`config.mk`:
```
export PLATFORM = sky130hd
export DESIGN_NAME = hazard_ctrl
export DESIGN_NICKNAME = d
export VERILOG_FILES = /design/src/rtl/hazard_ctrl.sv
export SDC_FILE = /design/constraint.sdc
export NUM_CORES = 1
export LEC_CHECK = 0
export CAP_MARGIN = 10
export CORE_MARGIN = 1
export CORE_UTILIZATION = 33
export DETAILED_ROUTE_END_ITERATION = 12
export PLACE_DENSITY = 0.76
export SLEW_MARGIN = 20
export SYNTH_ARGS = -nofsm -noshare
export SYNTH_HDL_FRONTEND = slang
export SYNTH_SLANG_ARGS = --single-unit
```
`constraint.sdc`:
```
create_clock -name clock -period 2.5 [get_ports clock]
set_clock_uncertainty 0.05 [all_clocks]
set_input_delay 0.75 -clock clock [delete_from_list [all_inputs] [get_ports clock]]
set_output_delay 0.75 -clock clock [all_outputs]
set_load 0.05 [all_outputs]
```
`src/rtl/hazard_ctrl.sv`:
```
// rtl/hazard_ctrl.sv - load-use / mult-div / redirect hazard sequencer for the 5-stage pipe
// Optional stall counter built only when STALL_COUNT_EN is defined.
module hazard_ctrl #(
  parameter int MD_TIMEOUT = 64,
  parameter int CNT_W      = 7
) (
  input  logic        clock,
  input  logic        reset_n,
  input  logic [4:0]  F_D_RS1,
  input  logic [4:0]  F_D_RS2,
  input  logic        fd_use_rs1,
  input  logic        fd_use_rs2,
  input  logic        fd_is_store,
  input  logic [4:0]  D_X_RD,
  input  logic        dx_is_load,
  input  logic        dx_is_md,
  input  logic        x_redirect,
  input  logic        md_ready,
  output logic        stall_pc,
  output logic        stall_fd,
  output logic        stall_dx,
  output logic        bubble_dx,
  output logic        bubble_xm,
  output logic        flush_fd,
  output logic        md_start,
  output logic        md_abort,
  output logic        md_timeout,
  output logic [15:0] stall_cycles
);

  localparam logic [CNT_W-1:0] WAIT_LAST = CNT_W'(MD_TIMEOUT - 1);

  typedef enum logic {
    RUN    = 1'b0,
    MDWAIT = 1'b1
  } state_t;

  state_t           state_q, state_d;
  logic [CNT_W-1:0] wait_cnt_q, wait_cnt_d;
  logic             md_timeout_q, md_timeout_d;
  logic             ld_use;

  // A store's RS2 is data only; the W->M memory bypass covers that case.
  always_comb begin
    ld_use = dx_is_load && (D_X_RD != 5'd0) &&
             (((D_X_RD == F_D_RS1) && fd_use_rs1) ||
              ((D_X_RD == F_D_RS2) && fd_use_rs2 && !fd_is_store));
  end

  always_comb begin
    state_d      = state_q;
    wait_cnt_d   = wait_cnt_q;
    md_timeout_d = md_timeout_q;
    stall_pc     = 1'b0;
    stall_fd     = 1'b0;
    stall_dx     = 1'b0;
    bubble_dx    = 1'b0;
    bubble_xm    = 1'b0;
    flush_fd     = 1'b0;
    md_start     = 1'b0;
    md_abort     = 1'b0;

    case (state_q)
      RUN: begin
        if (x_redirect) begin
          flush_fd  = 1'b1;
          bubble_dx = 1'b1;
        end else if (dx_is_md) begin
          md_start   = 1'b1;
          stall_pc   = 1'b1;
          stall_fd   = 1'b1;
          stall_dx   = 1'b1;
          bubble_xm  = 1'b1;
          state_d    = MDWAIT;
          wait_cnt_d = '0;
        end else if (ld_use) begin
          stall_pc  = 1'b1;
          stall_fd  = 1'b1;
          bubble_dx = 1'b1;
        end
      end
      MDWAIT: begin
        // A result arriving on the last allowed cycle still counts as success.
        if (md_ready) begin
          state_d = RUN;
        end else if (wait_cnt_q < WAIT_LAST) begin
          stall_pc   = 1'b1;
          stall_fd   = 1'b1;
          stall_dx   = 1'b1;
          bubble_xm  = 1'b1;
          wait_cnt_d = wait_cnt_q + 1'b1;
        end else begin
          md_abort     = 1'b1;
          md_timeout_d = 1'b1;
          state_d      = RUN;
        end
      end
      default: state_d = RUN;
    endcase

    // Reset drops every decision output at once, even mid-MDWAIT.
    if (!reset_n) begin
      stall_pc  = 1'b0;
      stall_fd  = 1'b0;
      stall_dx  = 1'b0;
      bubble_dx = 1'b0;
      bubble_xm = 1'b0;
      flush_fd  = 1'b0;
      md_start  = 1'b0;
      md_abort  = 1'b0;
    end
  end

  always_ff @(posedge clock or negedge reset_n) begin
    if (!reset_n) begin
      state_q      <= RUN;
      wait_cnt_q   <= '0;
      md_timeout_q <= 1'b0;
    end else begin
      state_q      <= state_d;
      wait_cnt_q   <= wait_cnt_d;
      md_timeout_q <= md_timeout_d;
    end
  end

  assign md_timeout = md_timeout_q & reset_n;

`ifdef STALL_COUNT_EN
  logic [15:0] stall_cycles_q, stall_cycles_d;

  always_comb begin
    stall_cycles_d = stall_cycles_q;
    if (stall_pc && (stall_cycles_q != 16'hFFFF)) begin
      stall_cycles_d = stall_cycles_q + 16'd1;
    end
  end

  always_ff @(posedge clock or negedge reset_n) begin
    if (!reset_n) begin
      stall_cycles_q <= 16'h0000;
    end else begin
      stall_cycles_q <= stall_cycles_d;
    end
  end

  assign stall_cycles = stall_cycles_q;
`else
  assign stall_cycles = 16'h0000;
`endif

endmodule

```
==> metrics.md <==
| Metric | Value |
|---|---|
| Vias in the first global route | 712 |
| Clock root cell | clkbuf_4 |
| Layout cell share with drive strength beyond 1 | 40.30% |
| Post-synth ARST share | 100.0% |
| DRC viols | 0 |
| FF+latch count, synth | 9 |
| Leakage dissipation | 0.0006274 uW |
| Clock power frac | 20.3% |
| Pin count of the biggest net entering global routing | 8 |
| Sw power | 218.1 uW |
| Setup WS post-layout | -269.0 ps |
| Clock Sinks | 9 |
| I/O pins | 49 |
| WS Path Type | input pin to output port |
| EDFF count, synth | 0 |
| First-pass GRT wire length | 3187 um |
| Sequential share of power | 31.9% |
| Worst endpoint data arrival time | 1970 ps |
| Worst hold path startpoint | md_timeout_q$_DFFE_PN0P_ |
| Vias | 738 |
| Antenna diodes | 0 |
| Worst reg2reg path depth | 5 |
| Hpwl dp | 1737 um |
| Post-Syn Area | 780.7 um2 |
| Worst path required time | 1700 ps |
| Failing checks | negative setup slack |
| Initial DRC Count | 5 |
| Pre-antenna DRT Iters | 3 |
| Hold Buf Count CTS | 0 |
| Synth-to-layout area growth | 71.64% |
| Number of port buffers | 32 |
| Die width | 50.64 um |
| Status | complete, but fails checks |
| Max_cap viols | 0 |
| Worst-Skew Late Latency | 260 ps |
| Final Hold Viols | 0 |
| Initial antenna violation count | 0 |
| Comb pwr share | 47.7% |
| RSZ-0062 raised after global routing | true |
| Crit. End Element | output port |
| Post-synthesis cell type count | 35 |
| RR Startpoint | state_q$_DFF_PN0_ |
| Yosys top cell by area | dfrtp_1 |
| CTS Buffer Depth | 2 |
| Syn Inst Count | 86 |
| CP max FO | 2 |
| Final Wtd Congestion | 0.8255 |
| Post-DP Area | 1242 um2 |
| Primary FF master, synth | dfrtp_1 |
| RR Endpoint | wait_cnt_q[3]$_DFFE_PN0P_ |
| Cts bufs inserted | 3 |
| Power Total | 559.7 uW |
| Share of the synthesized area in the top cell type | 28.85% |
| Worst-path clk slew | 60 ps |
| Drt wl/cell | 13.10 um |
| Pint | 341.6 uW |
| Die H | 50.64 um |
| ANT nets after route | 0 |
| Clock period minus worst slack | 2769 ps |
| Final slew viol count | 0 |
| Setup violations, final | 3 |
| Sw Share | 38.96% |
| R2R Setup Slk | 910 ps |
| Commonest non-fill, non-tap cells in the layout | 16 x conb_1, 14 x buf_4, 9 x dfrtp_1 |
| HP Class | register to register |
| Final Net Count | 160 |
| PwrDens | 417.7 nW/um2 |
| Worst Hold Depth | 1 |
| Commonest non-fill, non-tap cell in the layout | conb_1 |
| H-tree depth | 1 |
| GRT Util Overall | 16.68% |
| Finished Cell Area | 1340 um2 |
| Vias/cell | 4.556 |
| Ys Warns | 0 |
| CP Launch Type | input pin |
| Max VDD drop | 0.0002387 V |
| Die area | 2564 um2 |
| Seq/Total Area, Yosys | 28.85% |
| Drt total wl | 2123 um |
| Highest clock rate | 361.1 MHz |
| Worst hold path endpoint | md_timeout_q$_DFFE_PN0P_ |
| TritonCTS clock tree | yes |
| Top cells by area, synth | dfrtp_1 29%, buf_4 17%, xnor2_1 11%, and2_1 4.0%, nor2_1 2.9% |
| Fin util | 60.58% |
| Core Box Area | 2212 um2 |
| Total congestion overflow | 0 |
| Mapped Avg Cell Area | 9.078 um2 |
| Post-route clock period utilization | 110.8% |
| Row count | 17 |
| Initial core utilization | 35.29% |
==> how the worst max path moves through the flow <==
stage	startpoint	endpoint	depth (start not counted)
global placement	D_X_RD[3]	bubble_dx	7
global route	D_X_RD[4]	bubble_dx	7
detailed placement	D_X_RD[3]	bubble_dx	7
finish	D_X_RD[1]	bubble_dx	7
CTS	D_X_RD[4]	bubble_dx	5
floorplan	D_X_RD[1]	stall_pc	5
==> cell usage after synthesis, drive strengths merged (2+ instances only) <==
cell type  count
or2            2
nand2          4
nor2           7
and2           5
xnor2         10
buf           18
o21ai          3
nand4          3
xor2           2
dfrtp          9
==> power groups by stage <==
stage / registers (uW) / logic [uW] / clock network [uW]
final: 179 / 267 / 114
after global routing: 180 / 282 / 125
after CTS: 178 / 260 / 116
after detailed placement: 181 / 251 / 0
after global placement: 179 / 246 / 0
after floorplan: 177 / 175 / 0
==> layer usage <==
layer  routed length [um]  GRT usage [%]  vias to the layer above
li1                     -              -                      360
met1                  836          17.98                      343
met2                 1148          32.67                       29
met3                   79          1.818                        6
met4                   59          6.019                        0
met5                    0              0                        -
==> sequential cells by signal, indices dropped and copies added (netlist names) <==
signal / flops
wait_cnt_q: 7
state_q: 1
md_timeout_q: 1
==> through the flow <==
stage	setup TNS [ps]	hold slack, ps	cells	setup slack, ps
finish	-785.7	410.1	162	-269.0
global route	-819.5	428.2	162	-288.6
detailed placement	-3528	398.3	157	-678.3
CTS	-759.1	413.6	162	-258.4
floorplan	-267.5	380.9	101	-157.7
global placement	-3284	392.6	157	-634.1
==> cells by family (layout without fill, tap and decap cells) <==
family / count (synthesis) / in the layout / synth area share [%]
AND/OR/NAND/NOR: 27 / 27 / 20.51
buffers and inverters: 19 / 52 / 17.79
AO/OA/AOI/OAI: 15 / 15 / 14.59
XOR/XNOR: 12 / 12 / 13.46
flip-flops: 9 / 9 / 28.85
multiplexers: 2 / 2 / 2.724
adder cells (fa/ha/maj): 1 / 1 / 1.602
other: 1 / 16 / 0.4803
==> critical path, stage by stage <==
cell and delay [ps]:
clkdlybuf4s15_2 190, buf_4 150, xnor2_2 150, nand4_1 100, o22ai_2 220, a41o_4 260
buf_8 140
==> repair_timing <==
item	CTS	global route
pin swaps	21	8
resized for setup	56	10
hold endpoints to repair	0	0
endpoints found under the setup margin	9	5
buffers inserted	1	0
==> area by class of cell <==
class                           instances  area, um2
Multi-Input combinational cell         73      560.5
Fill cell                             212      872.1
Timing Repair Buffer                   47      489.2
Clock buffer                            4      26.28
Tap cell                               28      35.03
Inverter                                1      3.754
Sequential cell                         9      225.2
Power figures use the tool's default switching activity.
